--- src/rtl/pipeline_hazard_controller.sv ---
// Stall/flush sequencer for the 5-stage pipeline: load-use, taken branch and data-memory wait.
// Optional hazard performance counters are built when HAZARD_PERF_CNT_EN is defined.
module pipeline_hazard_controller #(
  parameter int TIMEOUT = 255,
  parameter int CNT_W   = 32
) (
  input  logic             clk,
  input  logic             reset_n,
  input  logic [31:0]      id_inst,
  input  logic             ex_memread,
  input  logic [4:0]       ex_rd,
  input  logic             ex_branch_taken,
  input  logic             mem_access,
  input  logic             dmem_ack,
  output logic             pc_write,
  output logic             ifid_write,
  output logic             ifid_flush,
  output logic             idex_write,
  output logic             idex_flush,
  output logic             exmem_write,
  output logic             memwb_flush,
  output logic             mem_timeout,
  output logic [CNT_W-1:0] stall_cycles,
  output logic [CNT_W-1:0] flush_count,
  output logic [CNT_W-1:0] dmem_wait_cycles
);

  localparam logic [6:0]  OP_LUI   = 7'b0110111;
  localparam logic [6:0]  OP_AUIPC = 7'b0010111;
  localparam logic [6:0]  OP_JAL   = 7'b1101111;
  localparam logic [6:0]  OP_OP    = 7'b0110011;
  localparam logic [6:0]  OP_STORE = 7'b0100011;
  localparam logic [6:0]  OP_BR    = 7'b1100011;
  localparam logic [16:0] TO_LIM   = 17'(TIMEOUT);

  typedef enum logic {ST_RUN, ST_WAIT} state_t;

  state_t      state, state_nxt;
  logic [15:0] wait_cnt;
  logic [16:0] wait_inc;
  logic [6:0]  opcode;
  logic        uses_rs1, uses_rs2, lu, frz;
  logic        unused_inst_bits;

  assign unused_inst_bits = ^{id_inst[31:25], id_inst[14:7]};

  assign opcode   = id_inst[6:0];
  assign uses_rs1 = !(opcode == OP_LUI || opcode == OP_AUIPC || opcode == OP_JAL);
  assign uses_rs2 = (opcode == OP_OP) || (opcode == OP_STORE) || (opcode == OP_BR);
  assign lu       = ex_memread && (ex_rd != 5'd0) &&
                    ((uses_rs1 && ex_rd == id_inst[19:15]) ||
                     (uses_rs2 && ex_rd == id_inst[24:20]));
  assign frz      = mem_access && !dmem_ack;
  assign wait_inc = {1'b0, wait_cnt} + 17'd1;

  // Zero-latency enable/flush decode; freeze outranks branch, branch outranks load-use
  always_comb begin
    pc_write    = 1'b1;
    ifid_write  = 1'b1;
    ifid_flush  = 1'b0;
    idex_write  = 1'b1;
    idex_flush  = 1'b0;
    exmem_write = 1'b1;
    memwb_flush = 1'b0;
    if (!reset_n) begin
      pc_write    = 1'b0;
      ifid_write  = 1'b0;
      idex_write  = 1'b0;
      exmem_write = 1'b0;
      ifid_flush  = 1'b1;
      idex_flush  = 1'b1;
      memwb_flush = 1'b1;
    end else if (frz) begin
      pc_write    = 1'b0;
      ifid_write  = 1'b0;
      idex_write  = 1'b0;
      exmem_write = 1'b0;
      memwb_flush = 1'b1;
    end else if (ex_branch_taken) begin
      ifid_flush = 1'b1;
      idex_flush = 1'b1;
    end else if (lu) begin
      pc_write   = 1'b0;
      ifid_write = 1'b0;
      idex_flush = 1'b1;
    end
  end

  always_comb begin
    state_nxt = state;
    case (state)
      ST_RUN:  if (frz) state_nxt = ST_WAIT;
      ST_WAIT: if (dmem_ack || !mem_access) state_nxt = ST_RUN;
      default: state_nxt = ST_RUN;
    endcase
  end

  // Wait counter runs over every frozen cycle and clears whenever the freeze lifts
  always_ff @(posedge clk or negedge reset_n) begin
    if (!reset_n) begin
      state       <= ST_RUN;
      wait_cnt    <= 16'd0;
      mem_timeout <= 1'b0;
    end else begin
      state <= state_nxt;
      if (!frz)
        wait_cnt <= 16'd0;
      else if (!(&wait_cnt))
        wait_cnt <= wait_inc[15:0];
      if (frz && wait_inc >= TO_LIM)
        mem_timeout <= 1'b1;
    end
  end

`ifdef HAZARD_PERF_CNT_EN
  function automatic logic [CNT_W-1:0] sat_inc(input logic [CNT_W-1:0] v);
    return (&v) ? v : v + CNT_W'(1);
  endfunction

  always_ff @(posedge clk or negedge reset_n) begin
    if (!reset_n) begin
      stall_cycles     <= '0;
      flush_count      <= '0;
      dmem_wait_cycles <= '0;
    end else begin
      if (frz || (!ex_branch_taken && lu))
        stall_cycles <= sat_inc(stall_cycles);
      if (!frz && ex_branch_taken)
        flush_count <= sat_inc(flush_count);
      if (frz)
        dmem_wait_cycles <= sat_inc(dmem_wait_cycles);
    end
  end
`else
  assign stall_cycles     = '0;
  assign flush_count      = '0;
  assign dmem_wait_cycles = '0;
`endif

endmodule

--- config.mk ---
export PLATFORM = sky130hd
export DESIGN_NAME = pipeline_hazard_controller
export DESIGN_NICKNAME = d
export VERILOG_FILES = /design/src/rtl/pipeline_hazard_controller.sv
export SDC_FILE = /design/constraint.sdc
export NUM_CORES = 1
export LEC_CHECK = 0
export CAP_MARGIN = 25
export CORE_ASPECT_RATIO = 0.8
export CORE_MARGIN = 3
export CORE_UTILIZATION = 38
export DETAILED_ROUTE_END_ITERATION = 8
export GPL_TIMING_DRIVEN = 0
export PLACE_DENSITY = 0.94
export SLEW_MARGIN = 10
export SYNTH_ARGS = -nofsm -noshare
export SYNTH_HDL_FRONTEND = slang
export SYNTH_SLANG_ARGS = --single-unit
export TNS_END_PERCENT = 50
--- constraint.sdc ---
create_clock -name clk -period 5.8 [get_ports clk]
set_clock_uncertainty 0.15 [all_clocks]
set_input_delay 0.58 -clock clk [delete_from_list [all_inputs] [get_ports clk]]
set_output_delay 0.58 -clock clk [all_outputs]
set_load 0.02 [all_outputs]
==> impl_metrics.env <==
export IMPL_status="finished, final reports clean"
export IMPL_cp_top_family="buffers and inverters"
export IMPL_cp_slowest_cell="clkdlybuf4s50_1"
export IMPL_async_flop_share_pct=100.0
export IMPL_root_buffer="clkbuf_8"
export IMPL_vias=1731
export IMPL_min_period_ns=3.526
export IMPL_setup_tns_final_ns=0
export IMPL_clk_latency_ns=0.25
export IMPL_cp_end_kind="primary output"
export IMPL_critical_path_buf_inv_count=3
export IMPL_max_freq_ghz=0.2836
export IMPL_dr_first_iter_drc_count=38
export IMPL_syn_to_final_growth_pct=41.34
export IMPL_avgRoutedWirePerCell_um=10.95
export IMPL_fp_row_count=22
export IMPL_synth_distinct_cells=42
export IMPL_drc=0
export IMPL_whs_ns=0.3917
export IMPL_ys_flop_type="dfrtp_1"
export IMPL_coreArea_um2=4817
export IMPL_syn_cell_area_um2=2001
export IMPL_clk_pin_slew_worst_paths_ns=0.06
export IMPL_sequentialPowerShare_pct=32.4
export IMPL_power_static_leakage_nw=1.514
export IMPL_grt_overflow=0
export IMPL_min_period_over_period_pct=60.79
export IMPL_htree_levels=1
export IMPL_numCtsBuffers=3
export IMPL_post_cts_buffers=0
export IMPL_io_buffer_count=35
export IMPL_criticalPathCategory="in2out"
export IMPL_crit_arrival_ns=2.80
export IMPL_grt_met1_usage_pct=16.37
export IMPL_antenna_left=0
export IMPL_p_sw_uw=129.3
export IMPL_max_slew_margin_pct=44.57
export IMPL_globalRouteTotalUtil_pct=14.41
export IMPL_num_fill_cells=436
export IMPL_finalHoldViolCount=0
export IMPL_synth_area_per_cell_um2=8.133
export IMPL_drv_slew=0
export IMPL_setup_violations=0
export IMPL_cp_cell_sequence="clkdlybuf4s50_1 -> or4_1 -> o21ai_0 -> a21oi_1 -> a21oi_1 -> buf_4 -> clkdlybuf4s50_1"
export IMPL_yosys_warnings=0
export IMPL_antenna_found_initial=0
export IMPL_die_y_um=70.90
export IMPL_clkPwrFrac_pct=24.1
export IMPL_required_ns=5.07
export IMPL_die_w_um=87.13
export IMPL_ys_seq_elements=17
export IMPL_drive_gt1_share_pct=28.16
export IMPL_syn_inst=246
export IMPL_gp_congestion=0.9244
export IMPL_wl_um=4820
export IMPL_clock_path_buffers=2
export IMPL_grt_pass1_wl_um=7203
export IMPL_combPwrFrac_pct=43.5
export IMPL_cap_violations=0
export IMPL_drt_first_pass_iters=4
export IMPL_hpwl_um=4079
export IMPL_tightest_slew_ns=0.8288
export IMPL_top_usage_layer="met2"
export IMPL_nets=426
export IMPL_grt_max_degree=20
export IMPL_cp_start_kind="input port"
export IMPL_switching_share_pct=34.94
export IMPL_intPower_uw=240.8
export IMPL_critPathMaxStageDelay_ns=0.61
export IMPL_seq_area_frac_synth_pct=21.26
export IMPL_synth_edf_count=0
export IMPL_grt_setup_unrepaired="false"
export IMPL_die_area_um2=6177
export IMPL_via_per_inst=3.934
export IMPL_cts_hold_buf=0
export IMPL_antenna_cells=0
export IMPL_grt_pass1_vias=1507
export IMPL_grt_use_met2_pct=27.72
export IMPL_cp_max_fo=3
export IMPL_powerDensity_nw_per_um2=130.9
export IMPL_cts_sinks=17
export IMPL_cts_resized=0
export IMPL_start_util_pct=41.53
export IMPL_hold_path_class="reg2reg"
export IMPL_cts_tree="yes"
export IMPL_num_io_pins=147
export IMPL_ir_drop_uv=144.9
export IMPL_use_met3_pct=3.143
-- cells in the mapped netlist, types with 2 or more instances --
cell	n	area (um2)
dfrtp_1	17	425.4
and3_1	2	12.51
buf_4	99	743.2
xnor2_1	13	113.9
o21ai_0	4	20.02
ha_1	2	25.02
mux2i_1	2	20.02
nand3_1	6	30.03
nor4_1	2	12.51
inv_1	8	30.03
a211oi_1	2	15.01
nor3_1	11	55.05
and4b_1	2	20.02
a31oi_1	3	18.77
nand4_1	3	18.77
nand2b_1	3	18.77
nor2_1	10	37.54
xor2_1	10	87.58
o22ai_1	2	12.51
a21oi_1	11	55.05
clkbuf_1	5	18.77
nand2_1	9	33.78
-- through the flow --
stage / instances / area [um2] / worst slack, ns / util [%] / power (mW)
4_1_cts: 440 / 2828 / 2.228 / 58.70 / 0.3695
3_3_place_gp: 436 / 2783 / 2.297 / 57.77 / 0.2767
2_1_floorplan: 341 / 2357 / 3.143 / - / 0.2447
6_report: 440 / 2828 / 2.274 / 58.70 / 0.3702
5_1_grt: 440 / 2828 / 2.060 / 58.70 / 0.3896
3_5_place_dp: 436 / 2783 / 2.224 / 57.77 / 0.2785
-- power groups by stage --
stage / registers, mW / clock network [mW] / logic [mW]
2_1_floorplan: 0.122 / 0 / 0.123
3_3_place_gp: 0.122 / 0 / 0.155
3_5_place_dp: 0.122 / 0 / 0.156
4_1_cts: 0.120 / 0.0930 / 0.157
5_1_grt: 0.120 / 0.0983 / 0.171
6_report: 0.120 / 0.0893 / 0.161
-- per-layer routing --
layer | vias to the layer above | wire [um]
met5 | - | 0
met4 | 0 | 14
met3 | 4 | 410
met2 | 69 | 2623
met1 | 759 | 1771
li1 | 899 | -
-- flip-flops by register name, summed over array words and instances (netlist names) --
name and flops:
mem_timeout 1, wait_cnt 16
-- worst paths after layout --
path / start / endpoint / slack, ns / depth (start not counted)
setup / recovery: ex_rd[2] / pc_write / 2.27 / 7
hold / removal: wait_cnt[4] / wait_cnt[4] / 0.39 / 1
min in group asynchronous: reset_n / wait_cnt[13] / 0.65 / 1
max in group asynchronous: reset_n / wait_cnt[4] / 4.33 / 1
setup reg to reg: wait_cnt[1] / wait_cnt[3] / 3.47 / 6
hold reg to reg: wait_cnt[4] / wait_cnt[4] / 0.39 / 1
-- cell families (layout without fill, tap and decap cells) --
group,Yosys count,in the layout,share of synthesized area [%]
other,1,96,0.1874
buffers and inverters,113,152,39.84
AND/OR/NAND/NOR,58,58,16.89
AO/OA/AOI/OAI,30,30,9.506
flip-flops,17,17,21.26
XOR/XNOR,23,23,10.07
adder cells (fa/ha/maj),2,2,1.251
multiplexers,2,2,1.001
-- cell usage in the layout (no fill, tap or decap), drive strengths merged, types with 4 or more instances in the layout --
cell type      Yosys  layout
conb               1      96
clkdlybuf4s50      0      35
nand4              4       4
nor2              10      10
buf              100     100
nand2              9       9
inv                8       8
clkbuf             5       9
a21oi             11      11
nor3              12      12
dfrtp             17      17
o21ai              4       4
xnor2             13      13
nand3              7       7
xor2              10      10
-- cell type report --
class	instances	area (um2)	share of cell area [%]
multi-input combinational	211	1135	40.13
tap	60	75.07	2.655
timing repair buffer	35	350.3	12.39
sequential	17	425.4	15.04
clock buffer	4	45.04	1.593
buffer	105	767.0	27.12
inverter	8	30.03	1.062
(Power assumes the default switching activity.)
